### config.mk
export PLATFORM = sky130hd
export DESIGN_NAME = if_stage
export DESIGN_NICKNAME = d
export VERILOG_FILES = /design/src/rtl/if_stage.sv
export SDC_FILE = /design/constraint.sdc
export NUM_CORES = 1
export LEC_CHECK = 0
export CORE_MARGIN = 2
export CORE_UTILIZATION = 40
export DETAILED_ROUTE_END_ITERATION = 7
export PLACE_DENSITY = 0.79
export REMOVE_ABC_BUFFERS = 1
export SKIP_CTS_REPAIR_TIMING = 1
export SYNTH_ARGS = -nofsm -noshare
export SYNTH_HDL_FRONTEND = slang
export SYNTH_SLANG_ARGS = --single-unit
### constraint.sdc
create_clock -name clk -period 3.8 [get_ports clk]
set_input_delay 0.57 -clock clk [delete_from_list [all_inputs] [get_ports clk]]
set_output_delay 0.57 -clock clk [all_outputs]
set_load 0.05 [all_outputs]
### src/rtl/if_stage.sv
// Instruction-fetch stage: PC register, IF/ID pipeline register, and redirect/stall/flush handling.
// Optional performance counters are enabled by defining IF_STAGE_PERF_CNT_EN.
module if_stage #(
  parameter logic [31:0] RESET_PC  = 32'h0000_0000,
  parameter logic [31:0] NOP_INSTR = 32'h0000_0013
) (
  input  logic        clk,
  input  logic        reset,
  input  logic        stall,
  input  logic        flush,
  input  logic        branch_taken,
  input  logic [31:0] branch_target,
  output logic [31:0] imem_addr,
  input  logic [31:0] imem_rdata,
  output logic [31:0] pc_out,
  output logic [31:0] if_id_pc,
  output logic [31:0] if_id_instr,
  output logic        if_id_valid,
  output logic [15:0] stall_cnt,
  output logic [15:0] redirect_cnt
);

  typedef struct packed {
    logic [31:0] pc;
    logic [31:0] instr;
    logic        valid;
  } if_id_t;

  localparam if_id_t BUBBLE = '{pc: 32'h0000_0000, instr: NOP_INSTR, valid: 1'b0};

  logic [31:0] pc, pc_next, pc_plus4;
  if_id_t      if_id, if_id_next;

  // Modulo-2^32 increment: the top word wraps to address zero.
  assign pc_plus4 = pc + 32'd4;

  // Priority: branch_taken > flush > stall > normal advance.
  // NOTE: every combinational output gets a default first so no path leaves it unassigned (no latch).
  always_comb begin
    pc_next    = pc;
    if_id_next = if_id;
    if (branch_taken) begin
      pc_next    = {branch_target[31:2], 2'b00};
      if_id_next = BUBBLE;
    end else if (flush) begin
      if_id_next = BUBBLE;
      if (!stall) pc_next = pc_plus4;
    end else if (!stall) begin
      pc_next    = pc_plus4;
      if_id_next = '{pc: pc, instr: imem_rdata, valid: 1'b1};
    end
  end

  // NOTE: sequential state uses non-blocking assignments so all registers update together at the edge.
  always_ff @(posedge clk or posedge reset) begin
    if (reset) begin
      pc    <= RESET_PC;
      if_id <= BUBBLE;
    end else begin
      pc    <= pc_next;
      if_id <= if_id_next;
    end
  end

  assign imem_addr   = pc;
  assign pc_out      = pc;
  assign if_id_pc    = if_id.pc;
  assign if_id_instr = if_id.instr;
  assign if_id_valid = if_id.valid;

`ifdef IF_STAGE_PERF_CNT_EN
  logic [15:0] stall_q, redirect_q;

  // Saturating event counters; a stall cycle overridden by a branch is not counted.
  always_ff @(posedge clk or posedge reset) begin
    if (reset) begin
      stall_q    <= 16'h0000;
      redirect_q <= 16'h0000;
    end else begin
      if (stall && !branch_taken && stall_q != 16'hFFFF)
        stall_q <= stall_q + 16'd1;
      if ((branch_taken || flush) && redirect_q != 16'hFFFF)
        redirect_q <= redirect_q + 16'd1;
    end
  end

  assign stall_cnt    = stall_q;
  assign redirect_cnt = redirect_q;
`else
  assign stall_cnt    = 16'h0000;
  assign redirect_cnt = 16'h0000;
`endif

endmodule

==> impl_metrics.json <==
{
  "hold_violations": 0,
  "fin_area_um2": 6540,
  "gp_congestion": 0.793,
  "yosys-top-cells-area": "dfrtp_1 (50%), buf_4 (11%), a22o_1 (10%), nand2_1 (2.8%), o21ai_0 (2.5%)",
  "cp_num_buf_inv": 1,
  "wl_met2_um": 6070,
  "drive_gt1_share_pct": 5.84,
  "core_um2": 10900,
  "hold_class": "reg2reg",
  "slew_headroom_pct": 26.1,
  "drv_slew": 0,
  "setup_viol": 0,
  "drc": 0,
  "arrival_ns": 3.06,
  "drt-initial-drc-count": 150,
  "fmax_ghz": 0.354,
  "synthArstFlopShare_pct": 100,
  "numCtsBuffers": 9,
  "wirelength_met1_um": 4940,
  "crit_slowest_cell": "or4_4",
  "yosysSeqAreaShare_pct": 52.2,
  "clkTransAtPathRegs_ns": 0.07,
  "yosysMostFrequentCell": "dfrtp_1",
  "stdcell_count": 722,
  "clock_path_buffers": 2,
  "p_per_area_nw_per_um2": 451,
  "worstSetupPathType": "in2reg",
  "initial_core_util_pct": 41.3,
  "finalCriticalPeriod_ns": 2.83,
  "p_leak_nw": 2.76,
  "whs_ns": 0.481,
  "synthFlopType": "dfrtp_1",
  "tns_ns": 0,
  "grt_pass1_wl_um": 18600,
  "min_from": "if_id_pc[4]",
  "regToRegStartpoint": "imem_addr[3]",
  "grt_pass1_vias": 3542,
  "port_buffers": 191,
  "tightest_slew_ns": 1.11,
  "die_w_um": 110,
  "worst_clock_skew_ns": 0.00583,
  "pin_count": 230,
  "worst-path-max-fanout": 15,
  "cp-end-kind": "flip-flop",
  "overflow": 0,
  "synth_cell_type_count": 43,
  "htreeDepth": 3,
  "netlist_instances": 427,
  "start_kind": "primary input",
  "grt_setup_unrepaired": "no",
  "via_per_inst": 5.15,
  "yosys_warnings": 0,
  "clock_sinks": 94,
  "synth_edf_count": 0,
  "worst-r2r-cell-count": 4,
  "cts-root-buf": "clkbuf_16",
  "dp.cells": 706,
  "routed_wl_um": 12000,
  "cp.required_ns": 4.04,
  "diodes": 0,
  "worstPathCellList": "clkdlybuf4s50_1, nand3b_1, or4_4, or4_1, a31oi_1",
  "synthTopCellsByCount": "dfrtp_1 (91), buf_4 (67), a22o_1 (54)",
  "syn_to_final_growth_pct": 45.0,
  "grt_use_total_pct": 19.9,
  "route.met3.wl_um": 816,
  "yosysTopAreaCellShare_pct": 50.4,
  "syn_area_um2": 4510,
  "fin_crit_sh_pct": 74.4,
  "grt_antenna_before_repair": 0,
  "hold_end": "if_id_pc[4]",
  "status": "finished clean",
  "ff2ff_setup_slack_ns": 1.52,
  "routed.top_layer": "met4",
  "num_rows": 38,
  "dieArea_um2": 12200,
  "syn-mean-instance-area_um2": 10.6,
  "vdd_ir_drop_max_v": 0.000245,
  "max-cap-violations": 0,
  "cts_tree": "built",
  "regToRegEndpoint": "imem_addr[29]",
  "yosysTopAreaCell": "dfrtp_1",
  "drt-wirelength-per-cell_um": 16.7,
  "insertion_delay_ns": 0.33,
  "dp_hpwl_um": 8370,
  "cp_slowest_stage_delay_ns": 0.71,
  "vias": 3718,
  "whs_path_depth": 2,
  "drt-pass1-iter-count": 4,
  "num-nets-final": 647,
  "crit_family": "simple AND/OR/NAND/NOR gates",
  "grt_max_degree": 90,
  "die_y_um": 110,
  "postPlaceCellArea_um2": 6190,
  "ys_ff_latch": 94,
  "final_antenna_net_count": 0
}
worst reg2reg max path, cell delays in order, from the launching register on:
cell and delay (ns):
dfrtp_1 0.45, nand3b_1 0.27, or4_4 0.71, or4_1 0.52, a31oi_1 0.24
metal layers:
layer / vias up / global-route usage, %
met5: - / 0
met4: 0 / 8.21
met3: 16 / 3.59
met2: 157 / 33.1
met1: 1800 / 25.5
li1: 1745 / -
worst max-delay path by stage:
stage               startpoint  depth (start not counted)  slack [ns]               to
finish                   stall                          5        0.97    imem_addr[29]
global route             stall                          5        0.86    imem_addr[25]
CTS                      stall                          5        0.99    imem_addr[29]
detailed placement       stall                          5        0.66    imem_addr[25]
global placement         stall                          5        0.72    imem_addr[27]
floorplan                flush                          2      -0.002  if_id_instr[10]
per-stage QoR:
stage | setup slack (ns) | total power [mW] | util [%]
floorplan | -0.00181 | 1.62 | -
global placement | 0.722 | 1.91 | 56.6
detailed placement | 0.658 | 1.92 | 56.6
CTS | 0.992 | 2.97 | 59.8
global route | 0.860 | 3.06 | 59.8
finish | 0.974 | 2.95 | 59.8
state kept, by name, indices dropped and copies added, names as in the netlist:
register,cells
if_id_instr,32
if_id_pc,31
imem_addr,30
if_id_valid,1
power by group:
| group | internal [mW] | switching, mW |
|---|---|---|
| clock | 0.679 | 0.373 |
| combinational | 0.249 | 0.514 |
| sequential | 1.05 | 0.0801 |
| total | 1.98 | 0.968 |
kinds of logic (layout without fill, tap and decap cells):
family                   after synthesis  count (layout)  share of synthesized area, %
buffers and inverters                102             222                          14.1
adder cells (fa/ha/maj)                1               1                         0.277
AO/OA/AOI/OAI                        104             104                          17.4
other                                  1              36                        0.0831
AND/OR/NAND/NOR                      111             111                          13.2
XOR/XNOR                              13              13                          2.52
flip-flops                            94              94                          52.2
multiplexers                           1               1                         0.222
layout make-up:
class | count | area [µm²]
multi-input combinational | 266 | 1660
tap | 140 | 175
clock inverter | 5 | 105
inverter | 8 | 32.5
timing repair buffer | 198 | 1960
fill | 927 | 4390
clock buffer | 11 | 253
sequential | 94 | 2360
cells in the final DEF (no fill, tap or decap), types with 4 or more instances in the layout:
cell type / Yosys / layout
clkdlybuf4s50_1: 0 / 191
dfrtp_1: 91 / 91
a22o_1: 54 / 54
conb_1: 1 / 36
nand2_1: 34 / 34
o21ai_0: 23 / 23
nor2_1: 18 / 18
nand3_1: 15 / 15
xnor2_1: 11 / 11
or4_1: 10 / 10
a31oi_1: 10 / 10
clkbuf_16: 0 / 9
nand4_1: 7 / 7
buf_4: 67 / 7
inv_1: 7 / 6
or3_1: 5 / 5
o31ai_1: 5 / 5
nor3_1: 5 / 4
Power figures use the tool's default switching activity.
